### src/rtl/fifo_sc_rd_drain.sv
// Read-side drain for the single-clock FIFO: issues credit-limited read requests and
// re-times the latency-delayed returns into a valid/ready stream through a small skid buffer.
module fifo_sc_rd_drain #(
  parameter int DATA_WD = 32,
  parameter int RD_LAT  = 1
) (
  input  logic               clk,
  input  logic               rstn,
  input  logic               en_i,
  input  logic               fifo_ept_i,
  output logic               fifo_rd_val_o,
  input  logic               fifo_rd_val_i,
  input  logic [DATA_WD-1:0] fifo_rd_dat_i,
  output logic               out_val_o,
  output logic [DATA_WD-1:0] out_dat_o,
  input  logic               out_rdy_i,
  output logic               idle_o,
  output logic               err_o
);

  localparam int BUF_DEPTH = RD_LAT + 2;
  localparam int BUF_WD    = $clog2(BUF_DEPTH) + 1;
  localparam int PTR_WD    = $clog2(BUF_DEPTH);

  localparam logic [BUF_WD-1:0] DEPTH_C  = BUF_WD'(BUF_DEPTH);
  localparam logic [PTR_WD-1:0] LAST_PTR = PTR_WD'(BUF_DEPTH - 1);

  logic [RD_LAT-1:0]  r_infl;
  logic [BUF_WD-1:0]  r_buf_cnt;
  logic [PTR_WD-1:0]  r_wr_ptr;
  logic [PTR_WD-1:0]  r_rd_ptr;
  logic               r_err;
  logic [DATA_WD-1:0] r_buf [BUF_DEPTH];

  logic [BUF_WD-1:0]  w_infl_cnt;
  logic [BUF_WD:0]    w_occ;
  logic               w_exp_ret;
  logic               w_rd_req;
  logic               w_full;
  logic               w_push;
  logic               w_pop;
  logic               w_ovf;
  logic               w_wr_en;

  function automatic logic [PTR_WD-1:0] next_ptr(input logic [PTR_WD-1:0] p);
    return (p == LAST_PTR) ? '0 : p + 1'b1;
  endfunction

  // NOTE: every variable driven from always_comb gets a default first so no latch is inferred.
  always_comb begin
    w_infl_cnt = '0;
    for (int i = 0; i < RD_LAT; i++) begin
      w_infl_cnt = w_infl_cnt + BUF_WD'(r_infl[i]);
    end
  end

  assign w_exp_ret = r_infl[RD_LAT-1];
  assign w_occ     = {1'b0, r_buf_cnt} + {1'b0, w_infl_cnt};

  // Credits count both buffered words and words still in flight, so a return always has a slot.
  assign w_rd_req  = rstn && en_i && !fifo_ept_i && (w_occ < {1'b0, DEPTH_C});

  assign w_full    = (r_buf_cnt == DEPTH_C);
  assign w_push    = fifo_rd_val_i;
  assign w_pop     = out_val_o && out_rdy_i;
  assign w_ovf     = w_push && w_full && !w_pop;
  assign w_wr_en   = w_push && !w_ovf;

  assign fifo_rd_val_o = w_rd_req;
  assign out_val_o     = (r_buf_cnt != '0);
  assign out_dat_o     = r_buf[r_rd_ptr];
  assign idle_o        = (r_buf_cnt == '0) && (w_infl_cnt == '0);
  assign err_o         = r_err;

  // NOTE: sequential state uses non-blocking assignments so all registers update from pre-edge values.
  always_ff @(posedge clk or negedge rstn) begin
    if (!rstn) begin
      r_infl    <= '0;
      r_buf_cnt <= '0;
      r_wr_ptr  <= '0;
      r_rd_ptr  <= '0;
      r_err     <= 1'b0;
    end else begin
      for (int i = RD_LAT - 1; i > 0; i--) begin
        r_infl[i] <= r_infl[i-1];
      end
      r_infl[0] <= w_rd_req;

      if (w_wr_en) begin
        r_wr_ptr <= next_ptr(r_wr_ptr);
      end
      if (w_pop) begin
        r_rd_ptr <= next_ptr(r_rd_ptr);
      end

      if (w_wr_en && !w_pop) begin
        r_buf_cnt <= r_buf_cnt + 1'b1;
      end else if (!w_wr_en && w_pop) begin
        r_buf_cnt <= r_buf_cnt - 1'b1;
      end

      if ((fifo_rd_val_i != w_exp_ret) || w_ovf) begin
        r_err <= 1'b1;
      end
    end
  end

  // NOTE: buffer storage has no reset; occupancy and pointers alone decide what is valid.
  always_ff @(posedge clk) begin
    if (w_wr_en) begin
      r_buf[r_wr_ptr] <= fifo_rd_dat_i;
    end
  end

endmodule

### config.mk
export PLATFORM = sky130hd
export DESIGN_NAME = fifo_sc_rd_drain
export DESIGN_NICKNAME = d
export VERILOG_FILES = /design/src/rtl/fifo_sc_rd_drain.sv
export SDC_FILE = /design/constraint.sdc
export NUM_CORES = 1
export LEC_CHECK = 0
export BUFFER_PORTS_ARGS = -buffer_cell sky130_fd_sc_hd__buf_2
export CELL_PAD_IN_SITES_DETAIL_PLACEMENT = 2
export CELL_PAD_IN_SITES_GLOBAL_PLACEMENT = 2
export CORE_ASPECT_RATIO = 1.4
export CORE_MARGIN = 1.5
export CORE_UTILIZATION = 39
export CTS_CLUSTER_SIZE = 20
export DETAILED_ROUTE_END_ITERATION = 8
export GPL_TIMING_DRIVEN = 0
export MAX_ROUTING_LAYER = met4
export PLACE_DENSITY_LB_ADDON = 0.1
export SETUP_SLACK_MARGIN = 0.02
export SKIP_LAST_GASP = 1
export SYNTH_ARGS = -nofsm -noshare
export SYNTH_HDL_FRONTEND = slang
export SYNTH_SLANG_ARGS = --single-unit
export TNS_END_PERCENT = 1
### constraint.sdc
create_clock -name clk -period 4.8 [get_ports clk]
set_clock_uncertainty 0.05 [all_clocks]
set_input_delay 1.44 -clock clk [delete_from_list [all_inputs] [get_ports clk]]
set_output_delay 1.44 -clock clk [all_outputs]
set_load 0.01 [all_outputs]
; Yosys cells after proc, flatten, opt, wreduce, memory -nomap -nowiden
; Memories as Yosys holds them, arrays and structs flattened.
; Index checks and enable logic that the tools add are counted.
[op_classes]
magnitude_cmp = 1
addsub = 5
reduce_logical = 19
eq_ne = 4
muxes = 6
[op_table]
columns = operator, count
row1 = $logic_and 1x1->1, 10
row2 = $logic_not 3->1, 2
row3 = $mux 3, 2
row4 = $add 2x1->2 const B, 2
row5 = $add 3x1->4, 1
row6 = $eq 2x2->1 const B, 2
row7 = $logic_not 1->1, 4
row8 = $lt 4x2->1 const B, 1
row9 = $mux 2, 2
row10 = $add 3x1->3 const B, 1
row11 = $eq 3x2->1 const B, 1
row12 = $reduce_bool 3->1, 1
row13 = $sub 3x1->3 const B, 1
row14 = $mux 1, 2
row15 = $reduce_bool 2->1, 1
row16 = $logic_or 1x1->1, 1
row17 = $ne 1x1->1, 1
[totals]
inputBits = 38
elab_cells = 41
ramBits = 96
mem_count = 1
regBits = 9
output_inout_bits = 36
[memory_table]
columns = name, words, width, rd, rd_ports_with_merged_regs, write_ports, line_no
row1 = r_buf, 3, 32, 1, 0, 1, 33  ; logic [DATA_WD-1:0] r_buf [BUF_DEPTH];

; Logic depth before layout (Yosys ltp)
[depth]
ltp_word = 10
ltp_mapped = 9
ltp_nobuf = 9

; Worst setup path before layout
; OpenSTA, ideal clock, no wires.
[synth_path]
path_kind = in2reg
start = input port out_rdy_i
end = memory r_buf[2][0] (enable)
setup_slack_ns = 0.242
setup_time_ns = 0.468
t_required_ns = 4.282
arrival_time_ns = 4.040
cell_stages = 3
n_path_buf = 0
path_cell_list = nand4bb_4 > nand2_2 > nor3b_1
[synth_between]
elab_chain_len = 7
[synth_lines]
columns = item, line_no
row1 = from (decl), 16  ; input logic out_rdy_i,
row2 = $logic_and 1x1->1, 65  ; assign w_pop = out_val_o && out_rdy_i;
row3 = $logic_not 1->1, 66  ; assign w_ovf = w_push && w_full && !w_pop;
row4 = $logic_and 1x1->1, 66
row5 = $logic_not 1->1, 67  ; assign w_wr_en = w_push && !w_ovf;
row6 = $logic_and 1x1->1, 67
row7 = $mux 1, 110  ; if (w_wr_en) begin
row8 = $mux 1 (not written as such), 111  ; r_buf[r_wr_ptr] <= fifo_rd_dat_i;
row9 = to (decl), 33
; Every way passes these cells.

; Worst setup path in the final report
[layout_path]
start = input port rstn
end = output port fifo_rd_val_o
[layout_between]
elab_chain_len = 3
[layout_lines]
columns = item, line_no
row1 = from (decl), 8  ; input logic rstn,
row2 = $logic_and 1x1->1 (3 in a row), 61  ; assign w_rd_req = rstn && en_i && !fifo_ept_i && (w_occ < {1'b0, DEPTH_C});
row3 = to (decl), 11  ; output logic fifo_rd_val_o,
; Every way passes these cells.

==> summary.md <==
| Metric | Value |
|---|---|
| Outcome | `finished, final reports clean` |
| Total CTS buffers | `9` |
| Multi-input logic area | `slightly below 900 um2` |
| Comb power frac | `33.8%` |
| Layout net count | `382` |
| Drt first-iter violations | `75` |
| Dpl hpwl | `6810 um` |
| FFs w/ async S/R, synth | `8.57%` |
| Worst path slowest cell | `buf_2` |
| Crit path cell chain | `buf_2 > nand2_1 > a211oi_1 > o21a_1 > buf_2` |
| Crit Reg-Reg Endpoint | `r_buf_cnt[2]$_DFFE_PN0P_` |
| Post-route insts no fill | `480` |
| Port bufs | `73` |
| Initial Util | `40.6%` |
| Root Buffer | `clkbuf_16` |
| Number of placed cells counting well taps | `464` |
| ANT nets after route | `0` |
| Final instance area | `0.00502 mm2` |
| CP Launch Point | `rstn` |
| EDFF count, synth | `96` |
| Worst-Margin Slew | `0.785 ns` |
| CP most frequent cell | `buf_2` |
| # rows | `43` |
| CP Max Fanout | `10` |
| Minimum clock period | `3.74 ns` |
| PwrDens | `632 mW/mm2` |
| Hold Startpoint | `r_infl$_DFF_PN0_` |
| Crit Path Class | `input port to primary output` |
| Switching power | `1.07 mW` |
| Die span in x | `89.2 um` |
| Worst hold path class | `flop to flop` |
| Wirelength per Cell | `20.3 um` |
| FF-to-FF Start | `r_buf_cnt[0]$_DFFE_PN0P_` |
| Post-CTS Setup Bufs | `0` |
| Hold_buf cts | `0` |
| Flop pwr share | `approximately two fifths` |
| Syn Nets | `291` |
| IO Pins | `74` |
| CP Capture Type | `primary output` |
| Post-synthesis sequential area ratio | `76.5%` |
| Arr. time, crit path | `2.25 ns` |
| Clock share of power | `about a quarter` |
| CTS clk-pin slew, worst paths | `0.06 ns` |
| Area after DPL | `0.00470 mm2` |
| Max cap viols | `0` |
| Clock Latency Late Sink | `0.34 ns` |
| Hold endpoint | `err_o$_DFFE_PN0P_` |
| Final wirelength | `9760 um` |
| Initial antenna violation count | `0` |
| Final hold vios | `0` |
| PnR worst setup slack | `1.06 ns` |
| Register area | `0.00311 mm2` |
| Largest net degree at the start of global routing | `27` |
| Max-slew violations | `0` |
| Final period util | `around 78%` |
| Worst IR drop on VDD | `between 0.0002 and 0.0003 V` |
| CTS sink count | `105` |
| Main flop type after synthesis | `edfxtp_1` |
| Share of cells above drive strength 1 | `31.9%` |
| Crit path largest cell delay | `0.25 ns` |
| Fillers | `1008` |
| First-pass GRT wire length | `14800 um` |
| Core area | `0.0100 mm2` |
| Die Y | `~120 um` |
| # diodes | `0` |
| DRC | `0` |
| Drt via density | `5.04` |
| CTS tree | `built` |
| Setup TNS | `0 ns` |
| Finish-stage setup viols | `0` |
| Synthesis Warnings | `0` |
| Fmax | `around 0.27 GHz` |
| Bufs on Longest Clock Path | `2` |
| Vias in the first global route | `around 2700` |
| Die footprint | `0.0110 mm2` |
| Pre-CTS setup slack | `1.02 ns` |
| Hold Slack | `about 0.5 ns` |
| Cells after synthesis | `249` |
| CP Launch Type | `input port` |
| Total grt overflow | `0` |
| RSZ-0062 raised after global routing | `false` |
| #FFs+latches synth | `105` |
| First-pass iteration count of the detailed router | `4` |
| Gpl congestion | `0.688` |
| Mapped Avg Cell Area | `16.3 um2` |
| Slew headroom | `47.4%` |
| H-tree levels | `3` |
| Area delta synth->final | `23.7%` |
| Setup slack, reg-to-reg | `2.51 ns` |
| Leakage | `between 1.5 and 2 nW` |
| Sw Ratio | `33.7%` |
| Data required, critical path | `3.31 ns` |
| Hold path cells | `1` |
| DR vias | `2420` |
| Gr usage total | `19.9%` |
| Internal Power | `~2.1 mW` |
| R2R depth | `7` |
| CTS resizes | `0` |
| Unique masters post-synth | `30` |
| Post-Syn Area | `about 0.0041 mm2` |
final cells by class:
type | instances | area share, %
timing repair buffer | 80 | 9.09
multi-input combinational | 130 | 17.8
clock inverter | 7 | 1.87
buffer | 11 | 1.34
inverter | 3 | 0.224
clock buffer | 9 | 4.48
sequential | 105 | 61.9
tap | 135 | 3.36
worst max-delay path: cells and delay by family:
family / cells / cell delay [ns]
AO/OA/AOI/OAI: 2 / 0.34
buffers and inverters: 2 / 0.38
AND/OR/NAND/NOR: 1 / 0.09
worst max-delay path by stage:
stage | cells after the start | endpoint | slack (ns)
finish | 5 | fifo_rd_val_o | 1.06
global route | 5 | fifo_rd_val_o | 0.93
CTS | 5 | fifo_rd_val_o | 1.03
detailed placement | 5 | fifo_rd_val_o | 1.02
global placement | 4 | r_buf[2][4]$_DFFE_PP_ | -1.84
floorplan | 3 | r_buf[2][0]$_DFFE_PP_ | 0.24
power by group through the flow:
stage / registers (mW) / clock network, mW / logic (mW)
after detailed placement: 1.34 / 0 / 1.10
final: 1.32 / 0.779 / 1.07
after floorplan: 1.31 / 0 / 0.632
after global routing: 1.34 / 0.834 / 1.19
after CTS: 1.32 / 0.795 / 1.12
after global placement: 1.34 / 0 / 0.997
cells by family (layout without fill, tap and decap cells):
group,Yosys count,count (layout),share of synthesized area (%)
xor gates and xnor gates,3,3,0.647
AOI/OAI and AO/OA,39,39,5.21
buffers and inverters,14,110,1.94
adders and majority gates,4,4,1.42
muxes,35,35,8.78
and+or+nand+nor,49,49,5.48
DFF,105,105,76.5
per-layer routing:
| layer | vias to the layer above | routed length [um] | share of wire (%) | global-route usage (%) |
|---|---|---|---|---|
| met5 | - | 0 | 0 | - |
| met4 | 0 | 144 | 1.5 | 6.44 |
| met2 | 49 | 5670 | 58 | 36.5 |
| li1 | 1113 | - | - | - |
| met1 | 1246 | 3610 | 37 | 20.3 |
| met3 | 12 | 340 | 3.5 | 5.04 |
state kept, by name, summed over array words and instances, names as in the netlist:
| register | cells |
|---|---|
| r_rd_ptr | 2 |
| r_buf_cnt | 3 |
| err_o | 1 |
| r_buf | 96 |
| r_wr_ptr | 2 |
| r_infl | 1 |
cell usage in the layout (no fill, tap or decap), types with 3 or more instances in the layout:
cell / Yosys / routed
edfxtp_1: 96 / 96
buf_2: 3 / 76
nand2_1: 35 / 35
mux2i_1: 33 / 33
o21ai_1: 28 / 28
clkbuf_16: 0 / 9
dfrtp_1: 9 / 9
buf_6: 3 / 8
clkbuf_1: 5 / 5
o21ai_0: 5 / 5
nor2_1: 5 / 4
ha_1: 3 / 3
per-stage QoR:
step           utilization [%]  power (mW)
2_1_floorplan                -        1.94
3_3_place_gp              45.9        2.33
3_5_place_dp              47.0        2.44
4_1_cts                   50.2        3.23
5_1_grt                   50.2        3.36
6_report                  50.2        3.17
synth_stat cells (2+ instances only):
cell type	n	area [um2]
buf_2	3	15.0
buf_6	3	33.8
clkbuf_1	5	18.8
dfrtp_1	9	225
edfxtp_1	96	2880
ha_1	3	37.5
inv_1	2	7.51
mux2i_1	33	330
nand2_1	35	131
nand3_1	2	10.0
nor2_1	5	18.8
nor3_1	3	15.0
o21ai_0	5	25.0
o21ai_1	28	140
xor2_1	2	17.5
Note: power is estimated with default switching activity, not from simulation.
